**src/rtl/ex_muldiv_unit.sv**
```systemverilog
// ex_muldiv_unit: iterative RV32M multiply/divide unit for the EX stage.
// Radix-2 shift-add multiply and radix-2 restoring divide, 32 cycles each.
// Divide-by-zero and signed overflow are resolved at acceptance without iterating.
// Optional feature macro: MULDIV_FAST_MUL_EN (single-cycle 33x33 signed multiplier
// for MUL/MULH/MULHSU/MULHU; divide stays iterative).
module ex_muldiv_unit #(
    parameter int XLEN = 32
) (
    input  logic            clk,
    input  logic            rst_n,
    input  logic            start,
    input  logic [2:0]      funct3,
    input  logic [XLEN-1:0] op_a,
    input  logic [XLEN-1:0] op_b,
    input  logic            flush,
    output logic            busy,
    output logic            done,
    output logic [XLEN-1:0] result
);

    typedef enum logic [1:0] {S_IDLE, S_CALC, S_DONE} state_t;

    state_t      r_state;
    logic [4:0]  r_cnt;
    logic [2:0]  r_funct3;
    logic [31:0] r_b;        // multiplicand / divisor magnitude
    logic        r_neg;      // negate the final result
    logic [63:0] r_acc;      // mul: {partial product, multiplier}; div: {0, dividend/quotient}
    logic [31:0] r_rem;      // divide partial remainder
    logic        r_done;
    logic [31:0] r_result;

    // Operand decode at acceptance
    logic        w_a_signed, w_b_signed, w_a_neg, w_b_neg, w_neg;
    logic [31:0] w_a_mag, w_b_mag;
    logic        w_div_zero, w_div_ovf, w_special;
    logic [31:0] w_special_res;

    assign w_a_signed = (funct3 == 3'b001) || (funct3 == 3'b010) ||
                        (funct3 == 3'b100) || (funct3 == 3'b110);
    assign w_b_signed = (funct3 == 3'b001) || (funct3 == 3'b100) || (funct3 == 3'b110);
    assign w_a_neg    = w_a_signed & op_a[31];
    assign w_b_neg    = w_b_signed & op_b[31];
    assign w_a_mag    = w_a_neg ? (~op_a + 32'd1) : op_a;
    assign w_b_mag    = w_b_neg ? (~op_b + 32'd1) : op_b;
    // Remainder takes the dividend's sign; product and quotient take sa^sb
    assign w_neg      = (funct3[2:1] == 2'b11) ? w_a_neg : (w_a_neg ^ w_b_neg);

    assign w_div_zero = funct3[2] && (op_b == 32'd0);
    assign w_div_ovf  = ((funct3 == 3'b100) || (funct3 == 3'b110)) &&
                        (op_a == 32'h8000_0000) && (op_b == 32'hFFFF_FFFF);
    assign w_special  = w_div_zero || w_div_ovf;
    assign w_special_res = w_div_zero ? (funct3[1] ? op_a : 32'hFFFF_FFFF)
                                      : (funct3[1] ? 32'd0 : 32'h8000_0000);

`ifdef MULDIV_FAST_MUL_EN
    logic signed [32:0] w_fast_a, w_fast_b;
    logic        [63:0] w_fast_prod;
    logic        [31:0] w_fast_res;
    assign w_fast_a    = $signed({w_a_neg, op_a});
    assign w_fast_b    = $signed({w_b_neg, op_b});
    assign w_fast_prod = 64'(w_fast_a * w_fast_b);
    assign w_fast_res  = (funct3 == 3'b000) ? w_fast_prod[31:0] : w_fast_prod[63:32];
`endif

    // One iteration step of each datapath
    logic [32:0] w_mul_sum;
    logic [63:0] w_mul_next;
    logic [32:0] w_div_shift, w_div_trial;
    logic        w_div_ok;
    logic [31:0] w_rem_next, w_quo_next;
    logic [63:0] w_acc_next;

    assign w_mul_sum   = {1'b0, r_acc[63:32]} + (r_acc[0] ? {1'b0, r_b} : 33'd0);
    assign w_mul_next  = {w_mul_sum, r_acc[31:1]};
    assign w_div_shift = {r_rem, r_acc[31]};
    assign w_div_trial = w_div_shift - {1'b0, r_b};
    assign w_div_ok    = ~w_div_trial[32];
    // Both candidates are below the divisor here, so 32 bits always suffice
    assign w_rem_next  = w_div_ok ? w_div_trial[31:0] : w_div_shift[31:0];
    assign w_quo_next  = {r_acc[30:0], w_div_ok};
    assign w_acc_next  = r_funct3[2] ? {32'd0, w_quo_next} : w_mul_next;

    // Final sign fix and result select, using the values of the last iteration
    logic [63:0] w_prod_fix;
    logic [31:0] w_quo_fix, w_rem_fix;
    logic [31:0] w_final;

    assign w_prod_fix = r_neg ? (~w_mul_next + 64'd1) : w_mul_next;
    assign w_quo_fix  = r_neg ? (~w_quo_next + 32'd1) : w_quo_next;
    assign w_rem_fix  = r_neg ? (~w_rem_next + 32'd1) : w_rem_next;

    // Pick the architected output field for the latched operation
    always_comb begin
        w_final = w_rem_fix;
        case (r_funct3)
            3'b000:                 w_final = w_prod_fix[31:0];
            3'b001, 3'b010, 3'b011: w_final = w_prod_fix[63:32];
            3'b100, 3'b101:         w_final = w_quo_fix;
            default:                w_final = w_rem_fix;
        endcase
    end

    // Control FSM with datapath registers and registered done/result
    always_ff @(posedge clk or negedge rst_n) begin
        if (!rst_n) begin
            r_state  <= S_IDLE;
            r_cnt    <= 5'd0;
            r_funct3 <= 3'd0;
            r_b      <= 32'd0;
            r_neg    <= 1'b0;
            r_acc    <= 64'd0;
            r_rem    <= 32'd0;
            r_done   <= 1'b0;
            r_result <= 32'd0;
        end else begin
            r_done <= 1'b0;
            case (r_state)
                S_IDLE: begin
                    if (start && !flush) begin
                        r_funct3 <= funct3;
                        r_cnt    <= 5'd0;
                        r_neg    <= w_neg;
                        r_b      <= w_b_mag;
                        r_acc    <= {32'd0, w_a_mag};
                        r_rem    <= 32'd0;
                        if (w_special) begin
                            r_result <= w_special_res;
                            r_done   <= 1'b1;
                            r_state  <= S_DONE;
`ifdef MULDIV_FAST_MUL_EN
                        end else if (!funct3[2]) begin
                            r_result <= w_fast_res;
                            r_done   <= 1'b1;
                            r_state  <= S_DONE;
`endif
                        end else begin
                            r_state <= S_CALC;
                        end
                    end
                end
                S_CALC: begin
                    if (flush) begin
                        r_state <= S_IDLE;
                    end else begin
                        r_acc <= w_acc_next;
                        r_rem <= w_rem_next;
                        r_cnt <= r_cnt + 5'd1;
                        if (r_cnt == 5'd31) begin
                            r_result <= w_final;
                            r_done   <= 1'b1;
                            r_state  <= S_DONE;
                        end
                    end
                end
                S_DONE:  r_state <= S_IDLE;
                default: r_state <= S_IDLE;
            endcase
        end
    end

    // Stall is combinational so it covers the acceptance cycle; forced low in reset
    assign busy   = rst_n & (((r_state == S_IDLE) & start & ~flush) | (r_state == S_CALC));
    assign done   = r_done;
    assign result = r_result;

endmodule

```
**config.mk**
```make
export PLATFORM = sky130hd
export DESIGN_NAME = ex_muldiv_unit
export DESIGN_NICKNAME = d
export VERILOG_FILES = /design/src/rtl/ex_muldiv_unit.sv
export SDC_FILE = /design/constraint.sdc
export NUM_CORES = 1
export LEC_CHECK = 0
export CORE_UTILIZATION = 30
export DETAILED_ROUTE_END_ITERATION = 7
export PLACE_DENSITY = 0.51
export REMOVE_ABC_BUFFERS = 1
export SLEW_MARGIN = 20
export SYNTH_ARGS = -nofsm -noshare
export SYNTH_HDL_FRONTEND = slang
export SYNTH_SLANG_ARGS = --single-unit
export TNS_END_PERCENT = 1
```
**constraint.sdc**
```tcl
create_clock -name clk -period 6.55 [get_ports clk]
set_input_delay 1.31 -clock clk [delete_from_list [all_inputs] [get_ports clk]]
set_output_delay 1.31 -clock clk [all_outputs]
set_load 0.005 [all_outputs]
```
# After elaboration in Yosys (flattened, before gate mapping)
# Cells that the tools add are included.
[classes]
addsub = 8
mul = 0
div = 0
magnitude_cmp = 0
eq_ne = 19
shift = 0
muxes = 37
bitwise_logic = 14
reduce_logical = 22
[op_table]
columns = ["cell", "n"]
rows = [
  ["32-bit two-way mux", 15],
  ["64-bit two-way mux", 4],
  ["32-bit by 1-bit adder with 32-bit output, second input constant", 4],
  ["32-bit inverter", 4],
  ["32-bit case mux with 2 select lines", 2],
  ["64-bit case mux with 2 select lines", 1],
  ["32-bit case mux with 3 select lines", 1],
  ["64-bit by 1-bit adder with 64-bit output, second input constant", 1],
  ["32-bit equality test, second input constant", 2],
  ["64-bit inverter", 1],
  ["32-bit by 32-bit adder with 33-bit output", 1],
  ["33-bit by 32-bit subtractor with 33-bit output", 1],
  ["32-bit zero test", 1],
  ["3-bit equality test, second input constant", 4],
  ["5-bit two-way mux", 2],
  ["5-bit case mux with 2 select lines", 1],
  ["3-bit by 2-bit equality test with 1-bit output, second input constant", 3],
  ["2-bit two-way mux", 4],
  ["2-bit inequality test, second input constant", 4],
  ["1-bit logical OR", 7],
  ["3-bit by 1-bit equality test with 1-bit output, second input constant", 2],
  ["5-bit by 1-bit adder with 5-bit output, second input constant", 1],
  ["1-bit bitwise AND", 5],
  ["5-bit equality test, second input constant", 1],
  ["19 further kinds", 28],
]
[word_totals]
reg_bits = 172
latch_bits = 0
ram_bits = 0
mem_bits_ro = 0
input_bits = 71
output_inout_bits = 34
wordCells = 109
memories = 0

# Logic depth before layout (Yosys ltp)
[depth]
ltp_word = 9
mapped_depth = 25
mapped_depth_nobuf = 21

# Worst setup path after synthesis
# Ideal clock, no wire load.
[synth_path]
kind = "flip-flop to flip-flop"
start = "register r_acc[31]"
end = "register r_result[28] (netlist: result[28])"
setup_ns = 0.135
t_arrival_ns = 5.243
required_ns = 6.415
path_slack_ns = 1.172
path_stages_with_launch = 26
path_buffers = 4
period_less_slack_ns = 5.378
cell_sequence = "dfrtp_1 clkbuf_1 inv_1 ha_1 inv_1 fa_1 a211oi_1 o211ai_1 nand3_1 a21o_1 o221a_2 nand2_1 inv_1 buf_2 buf_2 buf_2 nor2_1 a21oi_1 ha_1 nand3_1 a2111oi_2 a22oi_1 a2111oi_1 mux2_2 nor4_1 o22ai_1"
[synth_via]
elab_chain_cells = 9
word_cells_on_any_way = 16
classes_between = "4 x add/sub; 8 x mux; 4 x bitwise"
[synth_lines]
columns = ["item", "line", "source"]
rows = [
  ["from (decl)", "28", "logic [63:0] r_acc;"],
  ["from (signal assigned)", "125", "r_acc <= {32'd0, w_a_mag};"],
  ["from (signal assigned)", "146", "r_acc <= w_acc_next;"],
  ["33-bit by 32-bit subtractor with 33-bit output", "77", "assign w_div_trial = w_div_shift - {1'b0, r_b};"],
  ["32-bit two-way mux or 1-bit inverter (tied branches)", "80, 78", ""],
  ["32-bit inverter (on tied branches)", "91, 90", ""],
  ["32-bit by 1-bit adder with 32-bit output (on tied branches)", "91, 90", ""],
  ["32-bit two-way mux (on tied branches)", "91, 90", ""],
  ["32-bit case mux with 3 select lines *", "96", "case (r_funct3)"],
  ["32-bit two-way mux *", "149", "if (r_cnt == 5'd31) begin"],
  ["32-bit two-way mux *", "143", "if (flush) begin"],
  ["32-bit case mux with 2 select lines *", "118", "case (r_state)"],
  ["to (signal assigned)", "128", "r_result <= w_special_res;"],
  ["to (signal assigned)", "150", "r_result <= w_final;"],
  ["to (decl)", "31", "logic [31:0] r_result;"],
]
# Every way passes the cells marked *; elsewhere a longest branch is shown, timed or not. The select of a mux whose other input is x is not followed.
# A chain may end at the register's enable or synchronous reset.

# Final worst setup path
# Same ends and word-level chain as after synthesis.

==> results.yml <==
floorplan:
  start_util: 0.303
  die_width_um: 246
  dieArea_mm2: 0.0606
  io_pins: 105
  num_rows: 89
  core_mm2: 0.0589
  fp.dieH_um: 246
timing:
  hold_violations: 0
  rsz0062_at_grt: "false"
  fin_tns_setup_ns: 0
  slew_violations: 0
  worst-slew-pin-transition_ns: 1.16
  fin_skew_ns: 0.0162
  max_freq_mhz: 174
  finalSetupViolCount: 0
  period_needed_ns: 5.76
  fin_crit_sh: 0.879
  relSlewSlack: 0.226
setup_path:
  start_kind: "flip-flop"
  path_class: "flip-flop to flip-flop"
  cp_max_fo: 7
  cp-startpoint: "r_acc[31]"
  r2r_start: "r_acc[31]"
  arrival_ns: 6.14
  cp_data_required_time_ns: 6.92
  cp-end-kind: "flip-flop"
  r2r_setup_slack_ns: 0.79
drt:
  drc_errors: 0
  post_drt_via_cell_ratio: 5.92
  dr_total_vias: 18500
  first_pass_iters: 5
  drtIter0Drc: 1913
  routed_wl_um: 73700
  ant_nets: 0
  avgRoutedWirePerCell_um: 23.6
placed_design:
  place_hpwl_um: 56900
  numPortBuffers: 104
  place_congestion: 0.981
cts:
  postCtsHoldBufs: 0
  htree_levels: 4
  postCtsSetupRepairBufs: 0
  clockRootBuffer: "clkbuf_16"
  clk_path_buf_depth: 2
  clock_latency_ns: 0.51
  cts_tree: "yes"
  post_cts_resize_count: 0
  clk_pin_slew_ns: 0.08
  cts_buffers: 17
  cts_sinks: 172
worst_hold_path:
  hold_path_class: "flip-flop to flip-flop"
  min_from: "result[12]"
logic_synthesis:
  synthFlopType: "dfrtp_1"
  ys_seq_elements: 172
  synth_cells: 2341
  synth_async_sr_flop_share: 1.00
  synth_area_leaders: "dfrtp_1, o21ai_0, xnor2_1"
  synth_top_cell_by_area: "dfrtp_1"
  synth_top_area_frac: 0.241
  ys_types: 103
  avgSynthCellArea_um2: 7.63
  synth-edff-count: 0
  seq_area_frac_synth: 0.241
  yosysWarnings: 0
  syn-cell-area_mm2: 0.0179
pwr:
  p_seq_frac: 0.251
  power_density_mw_per_mm2: 287
  switching_share: 0.482
  p_leak_nw: 8.15
  p_int_w: 0.00297
  pwr-share-comb: 0.544
  peakVddDrop_mv: 0.237
  pwr-share-clk: 0.204
  p_sw_w: 0.00277
global_route:
  grt_pass1_wl_um: 111000
  grt_max_degree: 77
  antenna_found_initial: 0
  grt_pass1_vias: 17600
  grt.overflow.total: 0
  grt_util_all_layers: 0.243
run:
  cap_violations: 0
layout:
  syn2layout_area_growth_pct: 12.2
  utilization: 0.340
  drive_gt1_frac: 0.0623
  diodes: 0
  nNetsFinal: 2477
status:
  status: "completed"
[path summary, 6_finish.rpt]
| kind | end | cells past startpoint |
|---|---|---|
| max in group asynchronous | r_acc[60] | 3 |
| min in group asynchronous | r_acc[14] | 1 |
| worst min-delay path | result[12] | 2 |
| worst max-delay path | result[28] | 21 |
| worst min register to register | result[12] | 2 |
| worst max register to register | result[28] | 21 |
[registers in the layout (all words and copies together) (netlist names)]
register / flops
r_neg: 1
r_cnt: 5
r_b: 32
result: 32
r_funct3: 3
r_rem: 32
r_acc: 64
done: 1
r_state: 2
[cells in the final DEF, fill, tap and decap left out, drive strengths merged, types with 13 or more instances in the layout]
master,netlist,final
and3,23,23
nand3,40,40
clkbuf,137,21
mux2i,62,62
o31ai,44,44
o21ai,238,238
clkdlybuf4s50,0,103
nor3,58,58
buf,34,39
o221ai,17,17
o211ai,24,24
o41ai,17,17
a21o,32,32
dfrtp,172,172
a21oi,181,181
nand2b,16,16
ha,72,72
and2,22,22
a22o,30,30
nand4,28,28
or2,15,15
inv,66,70
nand2,256,256
or4,18,18
a211oi,28,28
nor2,201,201
o21a,14,14
or3,42,42
nor4,27,27
xnor2,118,118
a31oi,26,26
o22ai,15,15
xor2,82,82
mux2,13,13
[per-stage QoR]
stage / hold WS [ns] / instance area, µm² / cells / power (W) / setup WS (ns)
2_1_floorplan: 0.446 / 17100 / 2170 / 0.00346 / -8.23
3_3_place_gp: 0.473 / 19400 / 3086 / 0.00449 / 0.788
3_5_place_dp: 0.477 / 19400 / 3086 / 0.00450 / 0.814
4_1_cts: 0.496 / 20000 / 3118 / 0.00570 / 0.877
5_1_grt: 0.521 / 20000 / 3118 / 0.00608 / 0.216
6_report: 0.501 / 20000 / 3118 / 0.00574 / 0.789
[power groups by stage]
stage,combinational (W),clock (W),sequential [W]
detailed placement,0.00304,0,0.00146
global placement,0.00303,0,0.00145
CTS,0.00306,0.00120,0.00144
global route,0.00337,0.00123,0.00147
finish,0.00313,0.00117,0.00144
floorplan,0.00205,0,0.00141
[critical path, cell delays in order, from the launching register on]
cell	delay (ns)
dfrtp_1	0.49
inv_1	0.12
ha_1	0.21
inv_1	0.07
fa_1	0.22
a211oi_1	0.10
o211ai_1	0.36
nand3_1	0.27
a211oi_1	0.35
o221a_2	0.29
nand2_1	0.11
inv_1	0.13
nor2_1	0.05
a21oi_1	0.23
ha_1	0.30
nand3_1	0.12
a2111oi_2	0.41
a22oi_1	0.31
a2111oi_1	0.66
mux2_2	0.41
nor4_1	0.29
o22ai_1	0.14
[cell type report]
class                      count  area [µm²]
fill                        6187       38900
multi-input combinational   1931       12600
sequential                   172        4310
timing repair buffer         143        1340
tap                          773         967
clock buffer                  20         447
inverter                      67         251
clock inverter                12         184
[per-layer routing]
layer  up-vias  part of all wire  global-route usage
met3       131             0.066              0.0392
met1      9012              0.46               0.341
met2       745              0.43               0.362
met5         -                 0                   0
met4         0             0.042               0.110
li1       8570                 -                   -
[cells in the mapped netlist, types with 28 or more instances]
cell	number
a21o_1	32
clkbuf_1	132
a21oi_1	180
a22o_1	30
nand3_1	39
a211oi_1	28
o21ai_0	236
mux2i_1	62
nor3_1	58
nand2_1	256
dfrtp_1	172
or3_1	38
o31ai_1	42
nand4_1	28
xnor2_1	118
xor2_1	82
nor2_1	201
ha_1	72
inv_1	66
[cell families after synthesis]
family	Yosys count	share of synthesized area
multiplexers	75	0.0429
AND/OR/NAND/NOR	805	0.226
buffers and inverters	238	0.0588
XOR/XNOR	200	0.0980
flip-flops	172	0.241
adder cells (fa/ha/maj)	74	0.0526
AO/OA/AOI/OAI	777	0.281
Power figures use the tool's default switching activity.
